## src/rtl/subtrator_serial.sv

```systemverilog
// subtrator_serial: word-serial A - B - Bin over WORDS x WIDTH-bit operands,
// least-significant word first, with the borrow carried in a register.
//
// Ports:
//   clk, rst         clock, asynchronous active-high reset
//   in_valid/in_ready  input handshake for one A/B word (Bin used on word 0)
//   A, B, Bin          minuend word, subtrahend word, initial borrow
//   out_valid/out_ready output handshake for one result word
//   S, Bout            difference word and its borrow out
//   out_last           result word is the last word of the operation
//   zero               whole-operation result is zero (valid with out_last)
//   ovf                signed overflow on the last word; present only when
//                      SUBTRATOR_OVF_EN is defined
module subtrator_serial #(
    parameter int WIDTH = 8,
    parameter int WORDS = 4
) (
    input  logic             clk,
    input  logic             rst,
    input  logic             in_valid,
    output logic             in_ready,
    input  logic [WIDTH-1:0] A,
    input  logic [WIDTH-1:0] B,
    input  logic             Bin,
    output logic             out_valid,
    input  logic             out_ready,
    output logic [WIDTH-1:0] S,
    output logic             Bout,
    output logic             out_last,
    output logic             zero
`ifdef SUBTRATOR_OVF_EN
    ,
    output logic             ovf
`endif
);

    localparam int IW = (WORDS > 1) ? $clog2(WORDS) : 1;
    localparam logic [IW-1:0] LAST = IW'(WORDS - 1);

    logic [IW-1:0]    idx;
    logic             brw;
    logic             zacc;
    logic             acc;
    logic             is_last;
    logic             cin;
    logic             bw;
    logic             bo;
    logic [WIDTH-1:0] s_nxt;

    // Single output register: a new word may enter only if the slot is
    // empty or being emptied this cycle.
    assign in_ready = !out_valid || out_ready;
    assign acc      = in_valid && in_ready;
    assign is_last  = (idx == LAST);
    assign cin      = (idx == '0) ? Bin : brw;

    // Ripple borrow chain, LSB to MSB.
    always_comb begin
        bw    = cin;
        s_nxt = '0;
        for (int i = 0; i < WIDTH; i++) begin
            s_nxt[i] = A[i] ^ B[i] ^ bw;
            bw       = (~A[i] & (B[i] | bw)) | (B[i] & bw);
        end
        bo = bw;
    end

    always_ff @(posedge clk or posedge rst) begin
        if (rst) begin
            idx       <= '0;
            brw       <= 1'b0;
            zacc      <= 1'b0;
            out_valid <= 1'b0;
            S         <= '0;
            Bout      <= 1'b0;
            out_last  <= 1'b0;
        end else begin
            if (acc) begin
                S         <= s_nxt;
                Bout      <= bo;
                out_last  <= is_last;
                out_valid <= 1'b1;
                // The borrow never leaks into the next operation.
                brw       <= is_last ? 1'b0 : bo;
                idx       <= is_last ? '0 : idx + 1'b1;
                zacc      <= (idx == '0) ? (s_nxt == '0)
                                         : (zacc && (s_nxt == '0));
            end else if (out_ready) begin
                out_valid <= 1'b0;
            end
        end
    end

    assign zero = zacc && out_last;

`ifdef SUBTRATOR_OVF_EN
    // Sign bits of the top word decide two's-complement overflow.
    always_ff @(posedge clk or posedge rst) begin
        if (rst) begin
            ovf <= 1'b0;
        end else if (acc) begin
            ovf <= is_last
                && (A[WIDTH-1] != B[WIDTH-1])
                && (s_nxt[WIDTH-1] != A[WIDTH-1]);
        end
    end
`endif

endmodule

```

## config.mk

```make
export PLATFORM = sky130hd
export DESIGN_NAME = subtrator_serial
export DESIGN_NICKNAME = d
export VERILOG_FILES = /design/src/rtl/subtrator_serial.sv
export SDC_FILE = /design/constraint.sdc
export NUM_CORES = 1
export LEC_CHECK = 0
export CORE_UTILIZATION = 25
export DETAILED_ROUTE_END_ITERATION = 12
export PLACE_DENSITY = 0.49
export SYNTH_ARGS = -nofsm -noshare
export SYNTH_HDL_FRONTEND = slang
export SYNTH_SLANG_ARGS = --single-unit
```

## constraint.sdc

```tcl
create_clock -name clk -period 4.65 [get_ports clk]
set_clock_uncertainty 0.1 [all_clocks]
set_input_delay 0.465 -clock clk [delete_from_list [all_inputs] [get_ports clk]]
set_output_delay 0.465 -clock clk [all_outputs]
set_load 0.1 [all_outputs]
```

==> run_results.csv, run 1 <==
group,metric,value,unit
drt,drt.antenna.violating_nets,0,
timing,finalWorstPathRequiredPeriod,4.739,ns
clock_network,cts.reportedPaths.clkPinSlew,0.09,ns
global_route,grt_max_degree,16,
place,portBuffers,33,
die,start_util,27.30,%
logic_synthesis,synth_top_area_share,43.60,%
setup_path,worstSetupPathType,"reg -> reg",
logic_synthesis,synthMuxAreaShare,9.593,%
global_route,grt_pass1_wl,3284,um
layout,final_util,41.94,%
logic_synthesis,synth_compound_area_share,8.285,%
global_route,grt_pass1_vias,781,
setup_path,critPathBufInv,2,
setup_path,crit_chain,"inv_2 > ha_4 > mux2_4 > fa_2 > fa_2 > fa_2 > fa_2 > fa_2 > fa_2 > fa_2 > inv_2 > fa_1 > or4_1 > a21oi_1",
logic_synthesis,synth_top_family_by_area,"adder cells",
drt,wire_per_inst,12.31,um
logic_synthesis,synth_area,860.8,um2
logic_synthesis,synth_area_leaders,"dfrtp_1 (44%), fa_1 (19%), inv_1 (6.5%), a21oi_1 (6.4%), mux2i_1 (3.5%)",
global_route,grt_overflow,0,
timing,final_hold_viol_count,0,
timing,min_period_over_period,101.9,%
clock_network,numCtsBuffers,3,
clock_network,tritoncts,"built",
layout,drive_gt1_share,21.74,%
die,die_h,60.68,um
drt,routed_wl,1958,um
pwr,peakVddDrop,0.0002349,V
place,finalWeightedCongestion,0.6756,
outcome,status,"complete, but fails checks",
pwr,intPower,351.3,uW
logic_synthesis,yosys_most_used_dff,"dfrtp_1",
place,hpwl,1565,um
drt,vias,681,
clock_network,cts_root_buf,"clkbuf_4",
clock_network,cts_max_level,1,
clock_network,clkSinkCount,15,
logic_synthesis,synth_common_cells,"dfrtp_1 (15), inv_1 (15), a21oi_1 (11)",
clock_network,cts_hold_buffers,0,
setup_path,worstSetupStartpointType,"flip-flop",
logic_synthesis,synth-seq-area-share,43.60,%
setup_path,cp_max_fo,2,
timing,tightest_slew,0.9760,ns
hold_path,min_path_type,"in -> async",
clock_network,clk_latency,0.28,ns
die,die_x,60.68,um
setup_path,crit_family,"adder cells",
timing,relSlewSlack,34.73,%
logic_synthesis,ys_ff_latch,15,
drt,drtPass1Iterations,4,
place,preCtsSetupSlack,-0.3615,ns
drt,vias_per_cell,4.283,
pwr,p_leak,0.5908,nW
logic_synthesis,synth_simple_gate_area_share,8.285,%
die,coreArea,3153,um2
logic_synthesis,syn_area_per_cell,11.18,um2
logic_synthesis,synth-edff-count,0,
die,ios,34,
logic_synthesis,ys_warn_count,0,
global_route,antenna_found_initial,0,
layout,areaGrowthSynthToFinish,53.63,%
timing,drv_slew,0,
drt,drtIter0Drc,2,
pwr,p_comb_share,62.6,%
setup_path,critPathMaxStageDelay,0.54,ns
setup_path,cpMostUsedCell,"fa_2",
logic_synthesis,syn-num-nets,108,
outcome,failed_checks,"setup timing",
setup_path,critPathLaunch,"idx[1]$_DFFE_PP0P_",
die,rows,20,
setup_path,crit_path_top_delay_cell,"or4_1",
logic_synthesis,synth_xor_area_share,0,%
pwr,power.density,543.6,nW/um2
logic_synthesis,synthAdderAreaFrac,21.51,%
pwr,swShare,51.13,%
setup_path,reg2reg_from,"idx[1]$_DFFE_PP0P_",
drt,drc,0,
timing,max_freq,211.0,MHz
logic_synthesis,synthArstFlopShare,100.0,%
layout,diodes,0,
pwr,power,718.9,uW
pwr,p_clk_share,10.4,%
logic_synthesis,synth_top_area_cell,"dfrtp_1",
layout,nets,147,
clock_network,cts_buffer_depth,2,
timing,rsz0062_at_grt,"true",
setup_path,worstPathArrival,4.85,ns
timing,setup_viol,1,
setup_path,end_kind,"flip-flop",
logic_synthesis,ys_types,20,
flow_run,drv_cap,0,
logic_synthesis,synthCells,77,
global_route,grt_usage,12.62,%
die,dieArea,3682,um2
setup_path,crit_required,4.77,ns
timing,setup_ws,-0.08898,ns
pwr,seqPwrFrac,27.0,%
pwr,p_switching,367.6,uW
[area by class of cell]
class / instances / area [um2]
Fill cell: 339 / 1831
Multi-Input combinational cell: 43 / 444.2
Sequential cell: 15 / 375.4
Timing Repair Buffer: 37 / 360.3
Inverter: 16 / 60.06
Tap cell: 44 / 55.05
Clock buffer: 3 / 22.52
Clock inverter: 1 / 5.005
[cells in the final DEF, fill, tap and decap left out]
cell type,instances
inv_1,12
clkbuf_4,3
fa_2,7
mux2_2,1
mux2i_1,3
clkinv_2,1
clkdlybuf4s50_1,33
mux2_4,3
a21oi_1,11
dfrtp_1,15
nand4_1,1
nand3_1,2
nand2b_4,1
nand2b_1,1
and2_1,2
ha_1,1
nand2_1,2
fa_1,1
nor2_1,2
buf_4,4
inv_2,4
o21ai_0,2
or4_1,1
a31oi_1,1
ha_4,1
[state kept, by name, summed over array words and instances (netlist names)]
register / count
out_valid: 1
S: 8
zacc: 1
idx: 2
out_last: 1
brw: 1
Bout: 1
[power groups by stage]
stage,logic [mW],registers [mW],clock network (mW)
floorplan,0.113,0.388,0
global placement,0.427,0.196,0
finish,0.450,0.194,0.0750
CTS,0.437,0.194,0.0783
global route,0.479,0.199,0.0836
detailed placement,0.430,0.196,0
[per-layer routing]
metal	track usage (%)	share of wire, %
met2	20.57	48
met3	1.493	4.4
met4	7.792	1.4
met5	0	0
met1	16.04	46
[stage by stage]
step | area [um2] | TNS (ns) | std cells | hold slack [ns]
5_1_grt | 1323 | -0.1981 | 159 | 0.4496
3_5_place_dp | 1269 | -0.3615 | 154 | 0.4045
2_1_floorplan | 875.8 | 0 | 77 | 0.2665
4_1_cts | 1305 | -0.1563 | 158 | 0.4328
6_report | 1323 | -0.08898 | 159 | 0.4288
3_3_place_gp | 1269 | -0.2850 | 154 | 0.4017
[cell families after synthesis]
family / count (synthesis)
AO/OA/AOI/OAI: 14
adder cells (fa/ha/maj): 10
buffers and inverters: 19
flip-flops: 15
multiplexers: 7
AND/OR/NAND/NOR: 12
[final timing paths]
path | to | slack [ns] | cells past startpoint
min | S[1]$_DFFE_PP0P_ | 0.43 | 2
max | zacc$_DFFE_PP0P_ | -0.09 | 14
min in group clk | out_last$_DFFE_PP0P_ | 0.43 | 1
min reg2reg | out_last$_DFFE_PP0P_ | 0.43 | 1
max in group asynchronous | S[2]$_DFFE_PP0P_ | 3.64 | 2
max reg2reg | zacc$_DFFE_PP0P_ | -0.09 | 14
[what timing repair did]
action	4_1_cts	5_1_grt
setup buffers	0	1
hold endpoints to repair	0	0
cloned	0	0
resized for setup	4	3
setup endpoints to repair	1	1
pin swaps	0	1
No activity file was read; power rests on OpenSTA's default activity.
==> inputs of run 2 (changes only) <==
--- a/config.mk
+++ b/config.mk
@@ -5,6 +5,7 @@
 export SDC_FILE = /design/constraint.sdc
 export NUM_CORES = 1
 export LEC_CHECK = 0
+export ABC_AREA = 1
 export CORE_UTILIZATION = 25
 export DETAILED_ROUTE_END_ITERATION = 12
 export PLACE_DENSITY = 0.49
==> run 2 against run 1 <==
The flow now finishes without violations. Clock power grew 5.9%. Worst hold slack lost 0.037 ns. Area after synthesis grew 1.0%. Final area shrank 0.76%. Flip-flop and latch count is the same. Routed wire length shrank 9.6%. Global-route usage shrank 1.7 points. Via count shrank 0.73%. First-iteration DRC count grew to 9.0 times the previous value. Core utilization shrank 2.6 points. Cell count grew 11%.
==> run_results.csv, run 2 <==
group,metric,value,unit
pwr,power.density,520.8,nW/um2
timing,setup_ws,0.2635,ns
clock_network,clk_latency,0.29,ns
die,coreArea,3337,um2
pwr,intPower,327.2,uW
logic_synthesis,synth_area,869.6,um2
layout,areaGrowthSynthToFinish,50.94,%
drt,wire_per_inst,10.06,um
logic_synthesis,synth-seq-area-share,43.17,%
clock_network,cts_max_level,1,
layout,final_util,39.33,%
layout,seqCellArea,375.4,um2
setup_path,end_kind,"flip-flop",
layout,largest-register,"S",
layout,final_cell_mix,"clkdlybuf4s50_1 (33), nand2_1 (22), inv_1 (19), dfrtp_1 (15), o21ai_0 (11)",
die,dieArea,3718,um2
global_route,grt_max_degree,22,
drt,routed_wl,1770,um
hold_path,min_path_type,"reg -> reg",
timing,drv_slew,0,
pwr,peakVddDrop,0.0001068,V
clock_network,cts_root_buf,"clkbuf_4",
die,die_x,60.98,um
global_route,grt_overflow,0,
setup_path,critPathMaxStageDelay,0.40,ns
global_route,antenna_found_initial,0,
drt,drc,0,
logic_synthesis,ys_ff_latch,15,
clock_network,cts_buffer_depth,2,
timing,tightest_slew,0.9749,ns
pwr,p_clk_share,11.6,%
flow_run,drv_cap,0,
layout,num-fill-cells,375,
clock_network,cts_hold_buffers,0,
setup_path,crit_chain,"inv_1 > ha_4 > nand2_1 > o21ai_1 > fa_2 > fa_1 > fa_1 > fa_1 > fa_2 > fa_2 > fa_1 > inv_1 > fa_1 > inv_1 > nand2_1 > nor2_1 > nand2_1 > nand2_1 > nand2_1 > inv_1",
logic_synthesis,synthArstFlopShare,100.0,%
clock_network,numCtsBuffers,3,
drt,drtIter0Drc,18,
timing,final_hold_viol_count,0,
timing,max_freq,228.0,MHz
pwr,p_switching,356.3,uW
timing,finalWorstPathRequiredPeriod,4.386,ns
timing,relSlewSlack,34.80,%
pwr,p_comb_share,61.1,%
place,finalWeightedCongestion,0.7075,
clock_network,tritoncts,"built",
logic_synthesis,synth_top_area_share,43.17,%
die,ios,34,
setup_path,crit_family,"adder cells",
setup_path,crit_required,4.80,ns
drt,drtPass1Iterations,4,
place,portBuffers,33,
logic_synthesis,post-synth-top-count-cell,"nand2_1",
layout,mostFrequentLayoutCell,"clkdlybuf4s50_1",
logic_synthesis,ys_warn_count,0,
place,preCtsSetupSlack,-0.2137,ns
logic_synthesis,synth-edff-count,0,
setup_path,crit_path_top_delay_cell,"fa_1",
layout,nets,162,
pwr,p_leak,0.6203,nW
timing,min_period_over_period,94.33,%
layout,largest_reg_flops,8,
logic_synthesis,yosys_most_used_dff,"dfrtp_1",
setup_path,cp_max_fo,3,
layout,top_regs,"S x8, idx x2",
pwr,swShare,52.13,%
layout,drive_gt1_share,13.08,%
timing,rsz0062_at_grt,"false",
logic_synthesis,synth_common_cells,"nand2_1 (22), inv_1 (19), dfrtp_1 (15)",
layout,multi_input_area,420.4,um2
layout,diodes,0,
outcome,status,"finished clean",
setup_path,critPathBufInv,4,
drt,vias_per_cell,3.841,
setup_path,worstSetupPathType,"reg -> reg",
drt,vias,676,
logic_synthesis,syn_area_per_cell,9.556,um2
global_route,grt_pass1_vias,665,
die,die_h,60.98,um
global_route,grt_usage,10.92,%
logic_synthesis,synth_area_leaders,"dfrtp_1 (43%), fa_1 (18%), nand2_1 (9.5%), inv_1 (8.2%), o21ai_0 (6.9%)",
place,hpwl,1418,um
pwr,seqPwrFrac,27.2,%
pwr,power,683.6,uW
logic_synthesis,synth_top_area_cell,"dfrtp_1",
logic_synthesis,ys_types,13,
setup_path,worstPathArrival,4.53,ns
setup_path,worstSetupStartpointType,"flip-flop",
drt,drt.antenna.violating_nets,0,
clock_network,clkSinkCount,15,
timing,setup_viol,0,
logic_synthesis,syn-num-nets,122,
logic_synthesis,synthCells,91,
global_route,grt_pass1_wl,2870,um
die,rows,21,
clock_network,cts.reportedPaths.clkPinSlew,0.10,ns
die,start_util,26.06,%
run 2: worst paths after layout:
kind,start,to,slack (ns),depth (start not counted)
worst max register to register,idx[1]$_DFFE_PP0P_,zacc$_DFFE_PP0P_,0.26,20
worst min-delay path,S[6]$_DFFE_PP0P_,S[6]$_DFFE_PP0P_,0.39,2
max in group asynchronous,rst,idx[0]$_DFFE_PP0P_,3.64,2
worst max-delay path,idx[1]$_DFFE_PP0P_,zacc$_DFFE_PP0P_,0.26,20
min in group asynchronous,rst,S[0]$_DFFE_PP0P_,0.42,2
worst min register to register,S[6]$_DFFE_PP0P_,S[6]$_DFFE_PP0P_,0.39,2
run 2: per-layer routing:
layer | vias up | global-route usage [%] | wire length [um]
li1 | 346 | - | -
met1 | 299 | 14.13 | 785
met2 | 28 | 16.80 | 815
met3 | 3 | 2.132 | 144
met4 | 0 | 6.818 | 25
met5 | - | 0 | 0
run 2: logic make-up (layout without fill, tap and decap cells):
logic type | after synthesis | after routing | share of synthesized area, %
compound gates | 13 | 13 | 7.914
simple gates | 32 | 32 | 16.83
buf+inv | 21 | 60 | 10.79
flops | 15 | 15 | 43.17
fa+ha+maj | 10 | 10 | 21.29
run 2: layout make-up:
class / count / area share [%]
clock buffer: 3 / 1.716
sequential: 15 / 28.60
clock inverter: 1 / 0.3813
timing repair buffer: 37 / 27.45
multi-input combinational: 55 / 32.03
tap: 46 / 4.385
inverter: 19 / 5.434
run 2: metrics by stage:
step	hold WS, ns	instances	cell area, um2	TNS, ns
after floorplan	0.2665	91	869.6	0
after global placement	0.3705	170	1250	-0.1729
after detailed placement	0.3719	170	1250	-0.2782
after CTS	0.3977	174	1277	0
after global routing	0.4179	176	1313	0
final	0.3914	176	1313	0
run 2: worst min-delay path: stages, from the launching register on:
cell,delay (ns)
dfrtp_1,0.35
nand2_1,0.05
o21ai_0,0.06
run 2: power by group through the flow:
stage | logic [mW] | clock network, mW | registers, mW
finish | 0.418 | 0.0794 | 0.186
floorplan | 0.116 | 0 | 0.365
global placement | 0.395 | 0 | 0.188
global route | 0.451 | 0.0870 | 0.190
detailed placement | 0.399 | 0 | 0.189
CTS | 0.399 | 0.0822 | 0.187
run 2: timing repair:
item	4_1_cts	5_1_grt
resized for setup	0	6
setup endpoints to repair	0	2
buffers inserted	0	2
==> inputs of run 3 (changes only) <==
--- a/config.mk
+++ b/config.mk
@@ -6,9 +6,11 @@
 export NUM_CORES = 1
 export LEC_CHECK = 0
 export ABC_AREA = 1
+export CORE_ASPECT_RATIO = 1.75
 export CORE_UTILIZATION = 25
 export DETAILED_ROUTE_END_ITERATION = 12
 export PLACE_DENSITY = 0.49
+export SETUP_SLACK_MARGIN = 0.05
 export SYNTH_ARGS = -nofsm -noshare
 export SYNTH_HDL_FRONTEND = slang
 export SYNTH_SLANG_ARGS = --single-unit
==> run 3 against run 2 <==
Clock power up 31%. Routed wire length down 1.9%. Critical path depth down 1. Combinational power down 4.8%. Critical path type is now in -> reg. Critical endpoint unchanged. Largest cell class unchanged. Largest power group unchanged.
==> run_results.csv, run 3 (synthesized netlist as in run 2, its figures left out) <==
group,metric,value,unit
hold_path,min_path_type,"reg -> reg",
drt,drtPass1Iterations,2,
pwr,peakVddDrop,0.0002217,V
timing,finalWorstPathRequiredPeriod,4.327,ns
die,start_util,25.86,%
global_route,antenna_found_initial,0,
pwr,power,689.1,uW
setup_path,crit_chain,"clkdlybuf4s50_1 > nand2_1 > o21ai_1 > fa_2 > fa_2 > fa_2 > fa_1 > fa_2 > fa_2 > fa_1 > inv_1 > fa_1 > inv_1 > nand2_1 > nor2_1 > nand2_1 > nand2_1 > nand2_1 > inv_1",
setup_path,worstSetupStartpointType,"input pin",
layout,areaGrowthSynthToFinish,50.22,%
clock_network,cts_hold_buffers,0,
outcome,status,"finished clean",
drt,vias,673,
setup_path,end_kind,"flip-flop",
setup_path,worstPathArrival,4.41,ns
global_route,grt_pass1_vias,721,
layout,final_cell_mix,"clkdlybuf4s50_1 (33), nand2_1 (22), inv_1 (19), dfrtp_1 (15), o21ai_0 (11)",
setup_path,crit_path_top_delay_cell,"clkdlybuf4s50_1",
pwr,p_switching,345.6,uW
place,finalWeightedCongestion,0.7856,
setup_path,critPathMaxStageDelay,0.42,ns
timing,holdWs,0.3828,ns
clock_network,cts_max_level,1,
die,coreArea,3363,um2
die,die_h,80.02,um
die,ios,34,
layout,largest-register,"S",
clock_network,cts_buffer_depth,2,
pwr,p_clk_share,15.1,%
die,dieArea,3727,um2
global_route,grt_overflow,0,
global_route,grt_usage,11.41,%
timing,setup_ws,0.3233,ns
timing,setup_viol,0,
timing,final_hold_viol_count,0,
drt,drt.antenna.violating_nets,0,
timing,min_period_over_period,93.05,%
timing,tightest_slew,0.9744,ns
layout,mostFrequentLayoutCell,"clkdlybuf4s50_1",
timing,setup_tns,0,ns
timing,drv_slew,0,
layout,diodes,0,
pwr,swShare,50.16,%
clock_network,tritoncts,"built",
timing,rsz0062_at_grt,"false",
die,die_x,46.58,um
layout,top_regs,"S x8, idx x2",
global_route,grt_max_degree,22,
die,rows,28,
setup_path,crit_required,4.73,ns
clock_network,cts_root_buf,"clkbuf_8",
pwr,power.density,527.5,nW/um2
flow_run,drv_cap,0,
global_route,grt_pass1_wl,3077,um
clock_network,numCtsBuffers,3,
drt,routed_wl,1737,um
layout,nets,160,
layout,largest_reg_flops,8,
drt,wire_per_inst,10.04,um
pwr,p_comb_share,57.7,%
timing,max_freq,231.1,MHz
drt,drtIter0Drc,10,
timing,relSlewSlack,34.84,%
drt,vias_per_cell,3.890,
drt,drc,0,
place,placed_area,1241,um2
layout,fin_area,1306,um2
place,portBuffers,33,
pwr,p_leak,0.6133,nW
pwr,intPower,343.4,uW
clock_network,cts.reportedPaths.clkPinSlew,0.06,ns
clock_network,clkSinkCount,15,
pwr,seqPwrFrac,27.1,%
place,preCtsSetupSlack,-0.2133,ns
place,hpwl,1449,um
layout,drive_gt1_share,11.72,%
setup_path,worstSetupPathType,"in -> reg",
setup_path,cp_max_fo,2,
clock_network,clk_latency,0.24,ns
run 3: worst paths after layout:
kind / depth (start not counted) / from / slack, ns / end
max: 19 / Bin / 0.32 / zacc$_DFFE_PP0P_
min: 2 / S[2]$_DFFE_PP0P_ / 0.38 / S[2]$_DFFE_PP0P_
max reg2reg: 20 / idx[0]$_DFFE_PP0P_ / 0.33 / zacc$_DFFE_PP0P_
min reg2reg: 2 / S[2]$_DFFE_PP0P_ / 0.38 / S[2]$_DFFE_PP0P_
max in group asynchronous: 2 / rst / 3.57 / idx[0]$_DFFE_PP0P_
min in group asynchronous: 2 / rst / 0.49 / S[0]$_DFFE_PP0P_
run 3: routing by layer:
layer / vias up / part of all wire (%) / GRT usage (%)
met4: 0 / 1.8 / 4.412
met2: 22 / 55 / 19.44
met3: 2 / 4.8 / 2.036
li1: 340 / - / -
met1: 309 / 39 / 13.38
met5: - / 0 / 0
run 3: worst max-delay path, delay by kind of cell:
family,cells,cell delay (ns)
compound gates,1,0.08
simple gates,6,0.36
buf+inv,4,0.62
fa+ha+maj,8,2.89
run 3: layout make-up:
type,instances,area (um2)
fill,364,2057
sequential,15,375.4
multi-input combinational,55,412.9
timing repair buffer,35,345.3
clock buffer,4,45.04
tap,45,56.30
inverter,19,71.32
run 3: power groups by stage:
| stage | sequential, mW | combinational (mW) | clock, mW |
|---|---|---|---|
| 5_1_grt | 0.192 | 0.428 | 0.115 |
| 6_report | 0.187 | 0.398 | 0.104 |
| 3_5_place_dp | 0.190 | 0.392 | 0 |
| 3_3_place_gp | 0.189 | 0.389 | 0 |
| 4_1_cts | 0.188 | 0.394 | 0.107 |
| 2_1_floorplan | 0.365 | 0.116 | 0 |
run 3: timing repair:
item	CTS	global route
setup endpoints to repair	1	1
gates resized for setup	1	5
setup buffers	0	1
run 3: through the flow:
| step | util [%] | instances |
|---|---|---|
| global placement | 36.90 | 168 |
| detailed placement | 36.90 | 168 |
| CTS | 38.32 | 172 |
| finish | 38.84 | 173 |
| global route | 38.84 | 173 |
| floorplan | - | 91 |
